**config.mk**
```make
export PLATFORM = sky130hd
export DESIGN_NAME = lstm_mac_sequencer
export DESIGN_NICKNAME = d
export VERILOG_FILES = /design/src/rtl/lstm_mac_sequencer.sv
export SDC_FILE = /design/constraint.sdc
export NUM_CORES = 1
export LEC_CHECK = 0
export ABC_AREA = 0
export CAP_MARGIN = 30
export CORE_ASPECT_RATIO = 1.1
export CORE_MARGIN = 5
export CORE_UTILIZATION = 42
export CTS_CLUSTER_DIAMETER = 60
export DETAILED_ROUTE_END_ITERATION = 16
export GPL_TIMING_DRIVEN = 0
export PLACE_DENSITY_LB_ADDON = 0.05
export SLEW_MARGIN = 10
export SYNTH_ARGS = -nofsm -noshare
export SYNTH_HDL_FRONTEND = slang
export SYNTH_SLANG_ARGS = --single-unit
```
**constraint.sdc**
```tcl
create_clock -name clk -period 7.5 [get_ports clk]
set_input_delay 1.125 -clock clk [delete_from_list [all_inputs] [get_ports clk]]
set_output_delay 1.125 -clock clk [all_outputs]
set_load 0.005 [all_outputs]
```
**src/rtl/lstm_mac_sequencer.sv**
```systemverilog
// Dot-product sequencer for the LSTM block: streams x/w from SRAM, accumulates, writes results.
// Optional macro LSTM_MAC_SAT_EN selects saturating (instead of wrapping) result conversion.
module lstm_mac_sequencer #(
    parameter int unsigned DATA_W  = 16,
    parameter int unsigned FRAC_W  = 8,
    parameter int unsigned ACC_W   = 40,
    parameter int unsigned ADDR_W  = 12,
    parameter int unsigned VEC_LEN = 8,
    parameter int unsigned NUM_OUT = 4
) (
    input  logic              clk,
    input  logic              reset_b,
    input  logic              dut_xxx_busy,
    output logic              x_rd_en,
    output logic [ADDR_W-1:0] x_addr,
    input  logic [DATA_W-1:0] x_rd_data,
    output logic              w_rd_en,
    output logic [ADDR_W-1:0] w_addr,
    input  logic [DATA_W-1:0] w_rd_data,
    output logic              res_we,
    output logic [ADDR_W-1:0] res_addr,
    output logic [DATA_W-1:0] res_data,
    output logic              dut_computation_done
);

    localparam int unsigned I_W    = $clog2(VEC_LEN + 1);
    localparam int unsigned J_W    = (NUM_OUT > 1) ? $clog2(NUM_OUT) : 1;
    localparam int unsigned PROD_W = 2 * DATA_W;

    typedef enum logic [2:0] {
        IDLE,
        FETCH,
        DRAIN,
        STORE,
        DONE,
        WAIT_CLR
    } state_t;

    state_t                     state, state_nxt;
    logic        [I_W-1:0]      i, i_nxt;
    logic        [J_W-1:0]      j, j_nxt;
    logic signed [ACC_W-1:0]    acc, acc_nxt;
    logic                       vld;
    logic                       x_rd_en_nxt, w_rd_en_nxt, res_we_nxt, done_nxt;
    logic        [ADDR_W-1:0]   x_addr_nxt, w_addr_nxt, res_addr_nxt;
    logic        [DATA_W-1:0]   res_data_nxt;
    logic signed [PROD_W-1:0]   prod;
    logic signed [ACC_W-1:0]    acc_sum;
    logic        [DATA_W-1:0]   res_conv;

    // Weight address j*VEC_LEN+i, truncated to the SRAM address width.
    function automatic logic [ADDR_W-1:0] w_index(input logic [J_W-1:0] jj,
                                                  input logic [I_W-1:0] ii);
        return ADDR_W'(jj) * ADDR_W'(VEC_LEN) + ADDR_W'(ii);
    endfunction

    // Accumulate the product of the data returned for last cycle's read, if any.
    always_comb begin
        prod    = PROD_W'($signed(x_rd_data)) * PROD_W'($signed(w_rd_data));
        acc_sum = acc;
        if (vld) begin
            acc_sum = acc + ACC_W'(prod);
        end
    end

`ifdef LSTM_MAC_SAT_EN
    logic signed [ACC_W-1:0] shifted;

    // Clamp to the signed DATA_W range when the upper bits are not pure sign extension.
    always_comb begin
        shifted  = acc_sum >>> FRAC_W;
        res_conv = shifted[DATA_W-1:0];
        if (!((shifted[ACC_W-1:DATA_W-1] == '0) || (shifted[ACC_W-1:DATA_W-1] == '1))) begin
            res_conv = shifted[ACC_W-1] ? {1'b1, {(DATA_W-1){1'b0}}}
                                        : {1'b0, {(DATA_W-1){1'b1}}};
        end
    end
`else
    always_comb begin
        res_conv = DATA_W'(acc_sum >>> FRAC_W);
    end
`endif

    // State and output registers; outputs are loaded with the values for the state being entered.
    always_ff @(posedge clk) begin
        if (!reset_b) begin
            state                <= IDLE;
            i                    <= '0;
            j                    <= '0;
            acc                  <= '0;
            vld                  <= 1'b0;
            x_rd_en              <= 1'b0;
            w_rd_en              <= 1'b0;
            x_addr               <= '0;
            w_addr               <= '0;
            res_we               <= 1'b0;
            res_addr             <= '0;
            res_data             <= '0;
            dut_computation_done <= 1'b0;
        end else begin
            state                <= state_nxt;
            i                    <= i_nxt;
            j                    <= j_nxt;
            acc                  <= acc_nxt;
            vld                  <= x_rd_en;
            x_rd_en              <= x_rd_en_nxt;
            w_rd_en              <= w_rd_en_nxt;
            x_addr               <= x_addr_nxt;
            w_addr               <= w_addr_nxt;
            res_we               <= res_we_nxt;
            res_addr             <= res_addr_nxt;
            res_data             <= res_data_nxt;
            dut_computation_done <= done_nxt;
        end
    end

    // Next state and next output values; i is the index of the next read to issue.
    always_comb begin
        state_nxt    = state;
        i_nxt        = i;
        j_nxt        = j;
        acc_nxt      = acc;
        x_rd_en_nxt  = 1'b0;
        w_rd_en_nxt  = 1'b0;
        x_addr_nxt   = x_addr;
        w_addr_nxt   = w_addr;
        res_we_nxt   = 1'b0;
        res_addr_nxt = res_addr;
        res_data_nxt = res_data;
        done_nxt     = 1'b0;

        case (state)
            IDLE: begin
                i_nxt   = '0;
                j_nxt   = '0;
                acc_nxt = '0;
                if (dut_xxx_busy) begin
                    state_nxt   = FETCH;
                    x_rd_en_nxt = 1'b1;
                    w_rd_en_nxt = 1'b1;
                    x_addr_nxt  = '0;
                    w_addr_nxt  = '0;
                    i_nxt       = I_W'(1);
                end
            end

            FETCH: begin
                if (!dut_xxx_busy) begin
                    state_nxt = IDLE;
                    i_nxt     = '0;
                    j_nxt     = '0;
                    acc_nxt   = '0;
                end else begin
                    acc_nxt = acc_sum;
                    if (i == I_W'(VEC_LEN)) begin
                        state_nxt = DRAIN;
                    end else begin
                        x_rd_en_nxt = 1'b1;
                        w_rd_en_nxt = 1'b1;
                        x_addr_nxt  = ADDR_W'(i);
                        w_addr_nxt  = w_index(j, i);
                        i_nxt       = i + I_W'(1);
                    end
                end
            end

            DRAIN: begin
                if (!dut_xxx_busy) begin
                    state_nxt = IDLE;
                    i_nxt     = '0;
                    j_nxt     = '0;
                    acc_nxt   = '0;
                end else begin
                    state_nxt    = STORE;
                    acc_nxt      = acc_sum;
                    res_we_nxt   = 1'b1;
                    res_addr_nxt = ADDR_W'(j);
                    res_data_nxt = res_conv;
                end
            end

            STORE: begin
                if (!dut_xxx_busy) begin
                    state_nxt = IDLE;
                    i_nxt     = '0;
                    j_nxt     = '0;
                    acc_nxt   = '0;
                end else if (j == J_W'(NUM_OUT - 1)) begin
                    state_nxt = DONE;
                    done_nxt  = 1'b1;
                end else begin
                    state_nxt   = FETCH;
                    j_nxt       = j + J_W'(1);
                    acc_nxt     = '0;
                    x_rd_en_nxt = 1'b1;
                    w_rd_en_nxt = 1'b1;
                    x_addr_nxt  = '0;
                    w_addr_nxt  = w_index(j + J_W'(1), '0);
                    i_nxt       = I_W'(1);
                end
            end

            DONE: begin
                state_nxt = WAIT_CLR;
            end

            WAIT_CLR: begin
                // Hold here until busy drops so a held run request cannot restart the sequence.
                if (!dut_xxx_busy) begin
                    state_nxt = IDLE;
                end
            end

            default: begin
                state_nxt = IDLE;
            end
        endcase
    end

endmodule

```
==> summary.txt, run 1 <==
Synth
  • Fraction of registers with async set/reset: 0
  • Main combinational cell family by area after synthesis: adder cells
  • Ys Warns: 0
  • Adder-cell share of the synthesized area: 0.461
  • Synth Area in XOR/XNOR: 0.0365
  • Synth Area in Compound Gates: 0.0763
  • Avg Inst Size Synth: 8.69 µm²
  • Post-synthesis simple-gate area fraction: 0.159
  • Top_reg_cell synth: dfxtp_1
  • Synth Register Bits: 65
  • Cells after Synth: 1,313
  • Synthesized area: 11,400 µm²
  • Distinct cell type count after synthesis: 55
  • Post-synthesis mux area share: 0.0134
  • EDFF count, synth: 0
  • Register area share after synthesis: 0.114

Clock network
  • CTS Buffer Depth: 2
  • CTS tree: yes
  • Total CTS buffers: 9
  • H-tree levels: 3
  • Clock latency on the worst-skew pair: approximately 0.34 ns
  • Cell at the root of the clock tree: clkbuf_16
  • Clock-pin transition on the worst setup and hold timing paths: 0.06 ns
  • CTS sink count: 65

Route
  • ANT nets after route: 0
  • Vias: approximately 8,500
  • Routed len/inst: around 16 µm
  • Drt pass-1 iters: 4
  • Starting DRT DRC Count: between 200 and 300
  • Vias per cell: 4.78
  • Drt drc: 0
  • WL final: approximately 29 mm

Worst setup path
  • Slowest CP cell: fa_1
  • Critical path capture point: res_data[13]
  • Bufs and invs on worst path: 5
  • Setup CP Type: primary input to register
  • R2r setup slk: 2.36 ns
  • Worst Reg-to-Reg Cells: 18
  • CP Data Arrival Time: approximately 7.5 ns
  • Reg-to-reg startpoint: acc[12]
  • Top Family by Delay on Critical Path: adder cells
  • Type of origin of the critical path: primary input
  • Most common cell on crit path: fa_1
  • WP depth: 21
  • Worst Path Max Fanout: 10
  • Reg2Reg Capture Point: res_data[13]
  • Max incr delay on CP: approximately 0.55 ns
  • Critical-path cell list: dlygate4sd2_1 -> clkbuf_2 -> nand2_1 -> fa_1 -> inv_1 -> fa_1 -> ha_1 -> fa_2 -> fa_1 -> inv_1 -> fa_1 -> inv_1 -> ha_2 -> a21o_1 -> a2111o_1 -> a21oi_4 -> o21ai_2 -> a2111oi_4 -> nor3_2 -> mux2_1 -> a31oi_1
  • Critical Path RT: 7.76 ns
  • CP endpoint kind: register
  • Critical Path Start: x_rd_data[5]

Timing
  • Final worst-path setup slack: around 0.28 ns
  • Final Hold Vio Count: 0
  • Worst-Margin Slew: 0.700 ns
  • Endpoints failing setup: 0
  • Clock Skew: between 0.008 and 0.009 ns
  • Period minus WS final: 7.22 ns
  • RSZ-0062 raised after global routing: false
  • Worst slew margin: 0.534
  • Ratio of final minimum period to clock period: 0.963
  • Pins Over Slew Limit: 0
  • Fmax: between 0.1 and 0.15 GHz

Floorplanning
  • Core area: ~27,000 µm²
  • Die X: about 170 µm
  • Rows: 63
  • Ports: 91
  • Total Die Area: approximately 31,000 µm²
  • Initial Utilization: 0.425
  • Die Y: 183 µm

Min path
  • Hold Crit Class: register to register

Global route
  • Vias in the first global route: between 8,000 and 9,000
  • First-pass GRT wire length: 47.8 mm
  • Largest net degree at the start of global routing: 14
  • Remaining Overflow, GRT: 0
  • Total GRT Usage: 0.196
  • Antenna violations before repair: 0

Placement
  • HPWL Detailed: 25.0 mm
  • Pre-CTS setup slack: -0.725 ns
  • GP Congestion: roughly 0.83
  • Buffers on Ports: 59

Finish
  • Fillcell total: 2,713
  • Final nets: between 1,500 and 2,000
  • Layout area overhead: 13.2%
  • Fraction of layout cells with a size suffix above 1: 0.0589

Flow run
  • Max-Cap Viols: 0

Outcome
  • Status: completed
==> synthesized netlist by cell type, types with 2 or more instances <==
library cell	number	area share
nand2_1	142	0.047
mux2i_1	13	0.011
a41oi_1	2	0.0015
a21o_1	6	0.0039
a2111oi_0	2	0.0015
a22oi_1	11	0.0072
a21oi_1	32	0.014
nor3_1	6	0.0026
a21boi_0	12	0.0079
mux2_1	2	0.0020
nor2b_1	18	0.0099
nand4_1	3	0.0016
xnor2_1	33	0.025
buf_4	25	0.016
nor2_1	20	0.0066
inv_1	323	0.11
o2111ai_1	2	0.0015
dfxtp_1	65	0.11
o211a_1	4	0.0035
o21ai_1	7	0.0031
ha_1	86	0.094
nand2b_1	14	0.0077
and3_1	3	0.0016
o21ai_0	30	0.013
a31oi_1	5	0.0027
nand3_1	10	0.0044
and2_1	131	0.072
xor2_1	12	0.0092
a211oi_1	4	0.0026
fa_1	209	0.37
clkbuf_1	51	0.017
or3_1	3	0.0016
o21bai_1	5	0.0033
==> state kept, by name (all words and copies together) (netlist names), 2 cells and up <==
register and cells:
res_data 16, i 4, w_addr 6, res_addr 2, j 2, acc 24
state 3, x_addr 4
==> layout by cell type, fill, tap and decap left out, types with 13 or more instances in the layout <==
master / count
o21ai_0: 30
conb_1: 24
dfxtp_1: 65
clkdlybuf4s50_1: 44
nand2_1: 142
inv_1: 323
clkbuf_1: 26
buf_4: 29
clkbuf_2: 15
nor2b_1: 18
fa_1: 208
ha_1: 84
and2_1: 131
xnor2_1: 33
a21oi_1: 32
nand2b_1: 14
mux2i_1: 13
nor2_1: 20
==> cells by family after synthesis <==
logic type               after synthesis
adder cells (fa/ha/maj)              295
AO/OA/AOI/OAI                        134
buffers and inverters                401
other                                  1
multiplexers                          15
AND/OR/NAND/NOR                      356
flip-flops                            65
XOR/XNOR                              46
==> metal layers <==
metal  global-route usage  vias to the layer above  routed length, µm  share of wire
met1                0.260                     4270              12800           0.44
met5                    0                        -                  0              0
met4               0.0396                        0                482          0.017
met2                0.349                      116              14800           0.51
met3               0.0254                       24                817          0.028
li1                     -                     4047                  -              -
==> final cells by class <==
cell class	instances	area (µm²)	share of cell area
Inverter	323	1210	0.0938
Clock buffer	9	225	0.0174
Clock inverter	7	77.6	0.00600
Buffer	77	434	0.0336
Antenna cell	1	2.50	0.000194
Tap cell	357	447	0.0346
Sequential cell	65	1300	0.101
Timing Repair Buffer	59	576	0.0445
Multi-Input combinational cell	870	8650	0.669
==> worst min path at each step <==
| stage | from | endpoint | slack (ns) | depth (start not counted) |
|---|---|---|---|---|
| after global placement | x_addr[3] | x_addr[3] | 0.46 | 2 |
| after global routing | w_addr[0] | w_addr[0] | 0.50 | 2 |
| final | x_addr[2] | x_addr[2] | 0.47 | 2 |
| after floorplan | acc[22] | acc[22] | 0.44 | 2 |
| after CTS | x_addr[2] | x_addr[2] | 0.47 | 2 |
| after detailed placement | x_addr[2] | x_addr[2] | 0.46 | 2 |
==> per-stage QoR <==
step | utilization | hold slack [ns] | instance area, µm² | cells | TNS, ns
after global placement | 0.467 | 0.455 | 12500 | 1752 | -8.07
final | 0.481 | 0.469 | 12900 | 1768 | 0
after detailed placement | 0.467 | 0.461 | 12500 | 1752 | -8.27
after global routing | 0.481 | 0.500 | 12900 | 1767 | 0
after floorplan | - | 0.440 | 11500 | 1336 | 0
after CTS | 0.479 | 0.471 | 12900 | 1768 | 0
==> worst register-to-register path: stages (launching register included) <==
cell and delay (ns):
dfxtp_1 0.35, ha_1 0.29, inv_1 0.05, fa_1 0.49
inv_1 0.05, fa_1 0.47, fa_1 0.49, inv_1 0.05
fa_1 0.54, inv_1 0.04, ha_2 0.33, a21o_1 0.19
a2111o_1 0.44, a21oi_4 0.18, o21ai_2 0.11, a2111oi_4 0.36
nor3_2 0.11, mux2_1 0.33, a31oi_1 0.19
==> timing repair <==
item | 4_1_cts | 5_1_grt
setup endpoints to repair | 16 | 13
setup buffers | 0 | 0
hold buffers | 0 | 0
pin swaps | 0 | 2
resized for setup | 33 | 50
Power of run 1 is left out: the tool's default activity adds up to more than one toggle a clock period on the data nets, which glitch-free logic cannot reach.
==> inputs of run 2 (changes only) <==
--- a/config.mk
+++ b/config.mk
@@ -14,6 +14,7 @@
 export DETAILED_ROUTE_END_ITERATION = 16
 export GPL_TIMING_DRIVEN = 0
 export PLACE_DENSITY_LB_ADDON = 0.05
+export REMOVE_ABC_BUFFERS = 1
 export SLEW_MARGIN = 10
 export SYNTH_ARGS = -nofsm -noshare
 export SYNTH_HDL_FRONTEND = slang
==> summary.txt, run 2 (synthesis results as in run 1) <==
Outcome
  • Status: completed

Timing
  • RSZ-0062 raised after global routing: false
  • Final Hold Vio Count: 0 (unchanged)
  • Pins Over Slew Limit: 0 (unchanged)
  • Fmax: 0.139 GHz (+0.48%)
  • Clock Skew: 0.00416 ns (-0.00398 ns)
  • Worst slew margin: 0.373 (-0.161)
  • Endpoints failing setup: 0 (unchanged)
  • Worst-Margin Slew: 0.940 ns (+0.240 ns)
  • Ratio of final minimum period to clock period: 0.959 (-0.00463)
  • Period minus WS final: 7.19 ns (-0.0347 ns)

Worst setup path
  • Top Family by Delay on Critical Path: adder cells
  • Most common cell on crit path: fa_1
  • Bufs and invs on worst path: 5 (unchanged)
  • Reg-to-reg startpoint: acc[12]
  • Critical Path RT: 7.75 ns (about the same)
  • Setup CP Type: primary input to register
  • CP endpoint kind: register
  • Worst Path Max Fanout: 11 (+1)
  • Slowest CP cell: clkdlybuf4s50_1
  • Critical-path cell list: clkdlybuf4s50_1 -> and2_1 -> fa_1 -> inv_1 -> fa_1 -> fa_1 -> inv_1 -> fa_1 -> fa_1 -> inv_1 -> fa_1 -> inv_1 -> ha_1 -> a21o_1 -> a21o_1 -> a21oi_1 -> o21ai_2 -> a2111oi_2 -> nor3_1 -> mux2_1 -> a31oi_1
  • Max incr delay on CP: 0.74 ns (+0.19 ns)
  • CP Data Arrival Time: 7.44 ns (-0.04 ns)
  • Type of origin of the critical path: primary input
  • Critical Path Start: x_rd_data[13]

Finish
  • Layout area overhead: 9.81%
  • Max reg flops: 24 (unchanged)
  • Commonest non-fill, non-tap cell in the layout: inv_1
  • Final nets: 1,670 (-3.7%)
  • Most flops, register: acc
  • Fraction of layout cells with a size suffix above 1: 0.0335 (-0.0254)
  • Most frequent cells in the layout: inv_1, fa_1, nand2_1, and2_1, ha_1
  • Top Registers: acc: 24 flops, res_data: 16 flops, w_addr: 6 flops
  • Core Util, Final: 0.466 (-0.0145)
  • ANT cells: 0 (-1)

Floorplanning
  • Core area: 26,900 µm² (unchanged)
  • Initial Utilization: 0.425 (unchanged)
  • Die X: 167 µm (unchanged)
  • Die Y: 183 µm (unchanged)
  • Total Die Area: 30,600 µm² (unchanged)
  • Ports: 91 (unchanged)
  • Rows: 63 (unchanged)

Global route
  • First-pass GRT wire length: 46.2 mm (-3.2%)
  • Vias in the first global route: 8,716 (-3.1%)
  • Antenna violations before repair: 1 (+1)
  • Total GRT Usage: 0.188 (-0.00855)
  • Largest net degree at the start of global routing: 52 (+38)
  • Remaining Overflow, GRT: 0 (unchanged)

Clock network
  • Cell at the root of the clock tree: clkbuf_16
  • Clock latency on the worst-skew pair: 0.33 ns (about the same)
  • CTS sink count: 65 (unchanged)
  • Total CTS buffers: 9 (unchanged)
  • Cts repair resizes: 18 (-45%)
  • CTS Hold Buffers Added: 0 (unchanged)
  • CTS tree: yes
  • CTS Buffer Depth: 2 (unchanged)
  • Clock-pin transition on the worst setup and hold timing paths: 0.06 ns (about the same)
  • Postcts setup bufs: 0 (unchanged)
  • H-tree levels: 3 (unchanged)

Route
  • Drt pass-1 iters: 5 (+1)
  • Vias: 8,143 (-3.7%)
  • WL final: 27.3 mm (-5.3%)
  • Starting DRT DRC Count: 253 (-11%)
  • Routed len/inst: 16.0 µm (-1.6%)
  • Drt drc: 0 (unchanged)
  • ANT nets after route: 0 (unchanged)
  • Vias per cell: 4.78 (about the same)

Placement
  • HPWL Detailed: 22.0 mm (-12%)
  • GP Congestion: 0.817 (-1.1%)
  • Buffers on Ports: 66 (+12%)

Min path
  • Hold path startpoint: w_addr[0]
  • Hold Crit Class: register to register

Flow run
  • Max-Cap Viols: 0 (unchanged)
-- run 2: cell count changes in the layout (fill, tap and decap cells not counted), sizes merged --
cell	delta
clkinv	-1
buf	-29
clkdlybuf4s50	-2
diode	-1
clkdlybuf4s15	+1
inv	-2
clkbuf	-26
dlygate4sd2	-7
dlymetal6s2s	+1
-- run 2: stage by stage --
| step | worst slack (ns) | hold WS [ns] | std cells | setup TNS (ns) | cell area, µm² |
|---|---|---|---|---|---|
| 2_1_floorplan | 0.835 | 0.440 | 1258 | 0 | 11100 |
| 3_3_place_gp | -0.606 | 0.458 | 1681 | -6.77 | 12200 |
| 3_5_place_dp | -0.619 | 0.459 | 1686 | -6.44 | 12300 |
| 4_1_cts | 0.0833 | 0.467 | 1702 | 0 | 12600 |
| 5_1_grt | 0.00468 | 0.486 | 1702 | 0 | 12500 |
| 6_report | 0.311 | 0.462 | 1702 | 0 | 12500 |
-- run 2: worst paths after layout --
path                       end  slack (ns)  depth (start not counted)
setup / recovery  res_data[13]        0.31                         21
hold / removal       w_addr[0]        0.46                          2
setup reg to reg  res_data[13]        2.28                         18
hold reg to reg      w_addr[0]        0.46                          2
-- run 2: layout make-up --
type	count	area, µm²
fill	2774	14300
multi-input combinational	870	8610
sequential	65	1300
inverter	323	1210
timing repair buffer	71	656
tap	357	447
clock buffer	12	256
clock inverter	4	51.3
-- run 2: routing by layer --
metal / wire length [µm] / global-route usage / vias up
met5: 0 / 0 / -
met4: 477 / 0.0328 / 0
met3: 806 / 0.0198 / 26
met2: 13800 / 0.333 / 113
met1: 12200 / 0.254 / 4094
li1: - / - / 3910
-- run 2: worst register-to-register path: stages (launching register included) --
cell and delay (ns):
dfxtp_1 0.34, ha_1 0.29, inv_1 0.05, fa_1 0.49
inv_1 0.05, fa_1 0.46, fa_1 0.50, inv_1 0.06
fa_1 0.55, inv_1 0.05, ha_1 0.37, a21o_1 0.20
a2111o_1 0.42, a21oi_2 0.21, o21ai_2 0.11, a2111oi_2 0.36
nor3_1 0.15, mux2_1 0.32, a31oi_1 0.16
Power of run 2 is left out for the same reason.
==> inputs of run 3 (changes only) <==
--- a/config.mk
+++ b/config.mk
@@ -7,10 +7,11 @@
 export LEC_CHECK = 0
 export ABC_AREA = 0
 export CAP_MARGIN = 30
+export CELL_PAD_IN_SITES_DETAIL_PLACEMENT = 2
+export CELL_PAD_IN_SITES_GLOBAL_PLACEMENT = 2
 export CORE_ASPECT_RATIO = 1.1
-export CORE_MARGIN = 5
-export CORE_UTILIZATION = 42
-export CTS_CLUSTER_DIAMETER = 60
+export CORE_UTILIZATION = 38
+export CTS_CLUSTER_DIAMETER = 50
 export DETAILED_ROUTE_END_ITERATION = 16
 export GPL_TIMING_DRIVEN = 0
 export PLACE_DENSITY_LB_ADDON = 0.05
==> summary.txt, run 3 (synthesis results as in run 1) <==
Outcome
  • Status: completed

Floorplanning
  • Total Die Area: 30,700 µm² (+0.52%)
  • Die Y: 184 µm (+0.48%)
  • Rows: 66 (+4.8%)
  • Ports: 91 (unchanged)
  • Die X: 167 µm (about the same)
  • Core area: 29,600 µm² (+10%)
  • Initial Utilization: 0.386 (-0.0386)

Route
  • ANT nets after route: 0 (unchanged)
  • Drt pass-1 iters: 4 (-1)
  • Drt drc: 0 (unchanged)
  • Starting DRT DRC Count: 216 (-15%)
  • WL final: 31.9 mm (+17%)
  • Vias: 8,436 (+3.6%)
  • Vias per cell: 4.91 (+2.6%)
  • Routed len/inst: 18.5 µm (+15%)

Finish
  • Core Util, Final: 0.424 (-0.0422)
  • Layout area overhead: 9.84% (about the same)
  • Most frequent cells in the layout: inv_1, fa_1, nand2_1, and2_1, ha_1
  • Final nets: 1,670 (unchanged)
  • ANT cells: 0 (unchanged)
  • Most flops, register: acc
  • Commonest non-fill, non-tap cell in the layout: inv_1
  • Fraction of layout cells with a size suffix above 1: 0.0364 (+0.00297)
  • Top Registers: acc: 24 flops, res_data: 16 flops, w_addr: 6 flops
  • Max reg flops: 24 (unchanged)
  • Multi-input logic area: 8610 µm² (unchanged)
  • Fillcell total: 3,302 (+19%)
  • Reg area: 1300 µm² (unchanged)

Clock network
  • Clock latency on the worst-skew pair: 0.33 ns (about the same)
  • Cell at the root of the clock tree: clkbuf_16
  • H-tree levels: 3 (unchanged)
  • Postcts setup bufs: 0 (unchanged)
  • CTS sink count: 65 (unchanged)
  • Total CTS buffers: 9 (unchanged)
  • CTS tree: yes
  • CTS Buffer Depth: 2 (unchanged)
  • CTS Hold Buffers Added: 0 (unchanged)
  • Clock-pin transition on the worst setup and hold timing paths: 0.06 ns (about the same)

Flow run
  • Max-Cap Viols: 0 (unchanged)

Timing
  • Period minus WS final: 7.25 ns (+0.0638 ns)
  • Worst slew margin: 0.382 (+0.00929)
  • Hold slack: 0.466 ns (+0.00377 ns)
  • Pins Over Slew Limit: 0 (unchanged)
  • Clock Skew: 0.00553 ns (+0.00137 ns)
  • Endpoints failing setup: 0 (unchanged)
  • Ratio of final minimum period to clock period: 0.967 (+0.00850)
  • Setup TNS: 0 ns (unchanged)
  • Fmax: 0.138 GHz (-0.88%)
  • Worst-Margin Slew: 0.924 ns (-0.0153 ns)
  • Final Hold Vio Count: 0 (unchanged)
  • RSZ-0062 raised after global routing: true

Worst setup path
  • Most common cell on crit path: fa_1
  • Critical Path RT: 7.76 ns (about the same)
  • CP endpoint kind: register
  • Worst Path Max Fanout: 16 (+5)
  • Bufs and invs on worst path: 5 (unchanged)
  • Max incr delay on CP: 0.57 ns (-0.17 ns)
  • Type of origin of the critical path: primary input
  • Slowest CP cell: fa_1
  • Setup CP Type: primary input to register
  • Top Family by Delay on Critical Path: adder cells
  • CP Data Arrival Time: 7.51 ns (+0.07 ns)
  • Critical-path cell list: clkdlybuf4s15_2 -> and2_1 -> fa_1 -> inv_1 -> fa_1 -> fa_1 -> inv_1 -> fa_1 -> fa_1 -> inv_1 -> fa_1 -> inv_1 -> ha_1 -> a21o_1 -> a2111o_1 -> a21oi_2 -> o21ai_2 -> a2111oi_2 -> nor3_1 -> mux2_1 -> a31oi_1

Global route
  • Largest net degree at the start of global routing: 42 (-19%)
  • Antenna violations before repair: 0 (-1)
  • Remaining Overflow, GRT: 0 (unchanged)
  • Vias in the first global route: 9,555 (+9.6%)
  • First-pass GRT wire length: 52.0 mm (+12%)
  • Total GRT Usage: 0.221 (+0.0329)

Power and ir drop
  • Power Density: around 500 nW/µm²
  • P_leak: between 0.006 and 0.007 µW
  • Comb pwr share: 0.877
  • P_sw: between 3000 and 4000 µW
  • Sw Share: 0.536
  • Clock Power Share: 0.065
  • Sequential share of power: 0.058
  • Worst vdd ir: 0.000545 V
  • P_int: ~2900 µW

Placement
  • Buffers on Ports: 66 (unchanged)
  • GP Congestion: 0.759 (-7.0%)
  • HPWL Detailed: 26.1 mm (+19%)

Min path
  • Hold Crit Class: register to register
## run 3: changes by cell type in the layout (fill, tap and decap cells not counted), sizes merged
cell	change
inv	+1
buf	+4
clkbuf	-5
dlygate4sd2	+1
clkdlybuf4s15	+2
clkinv	+1
bufinv	-1
clkdlybuf4s50	-3
## run 3: tightest hold or removal path: stages (launching register included)
cell,delay (ns)
dfxtp_1,0.31
nand2_1,0.05
a21boi_0,0.06
## run 3: area by class of cell
cell class,instances,area share
inverters,323,0.0967
flip-flops and latches,65,0.104
repair buffers,71,0.0522
clock buffers,11,0.0202
clock inverters,5,0.00309
multi-input cells,870,0.687
well taps,374,0.0373
## run 3: routing by layer
| layer | track usage | vias up | wire (µm) |
|---|---|---|---|
| li1 | - | 3915 | - |
| met1 | 0.278 | 4435 | 13900 |
| met4 | 0.0338 | 0 | 317 |
| met2 | 0.418 | 66 | 17300 |
| met5 | 0 | - | 0 |
| met3 | 0.0177 | 20 | 402 |
## run 3: through the flow
stage	std cells	setup WS, ns	area [µm²]	power, µW
finish	1719	0.247	12500	6220
detailed placement	1703	-0.831	12300	5890
floorplan	1258	0.835	11100	4530
global route	1719	-0.00472	12500	7050
CTS	1719	-0.000855	12600	6360
global placement	1698	-0.735	12200	5770
## run 3: final timing paths
| check | startpoint | to | slack [ns] | depth (start not counted) |
|---|---|---|---|---|
| max | w_rd_data[2] | res_data[13] | 0.25 | 21 |
| max reg2reg | acc[12] | res_data[13] | 2.16 | 18 |
| min | w_addr[2] | w_addr[2] | 0.47 | 2 |
| min reg2reg | w_addr[2] | w_addr[2] | 0.47 | 2 |
## run 3: power groups by stage
stage / Sequential [µW] / Clock, µW / Combinational [µW]
final: 362 / 406 / 5450
after global routing: 364 / 435 / 6250
after CTS: 363 / 418 / 5580
after detailed placement: 370 / 0 / 5520
after global placement: 371 / 0 / 5400
after floorplan: 367 / 0 / 4160
## run 3: repair_timing
item / CTS / global route
resized for setup: 35 / 38
endpoints found under the setup margin: 15 / 8
cloned: 0 / 0
No activity file was read; power rests on OpenSTA's default activity.
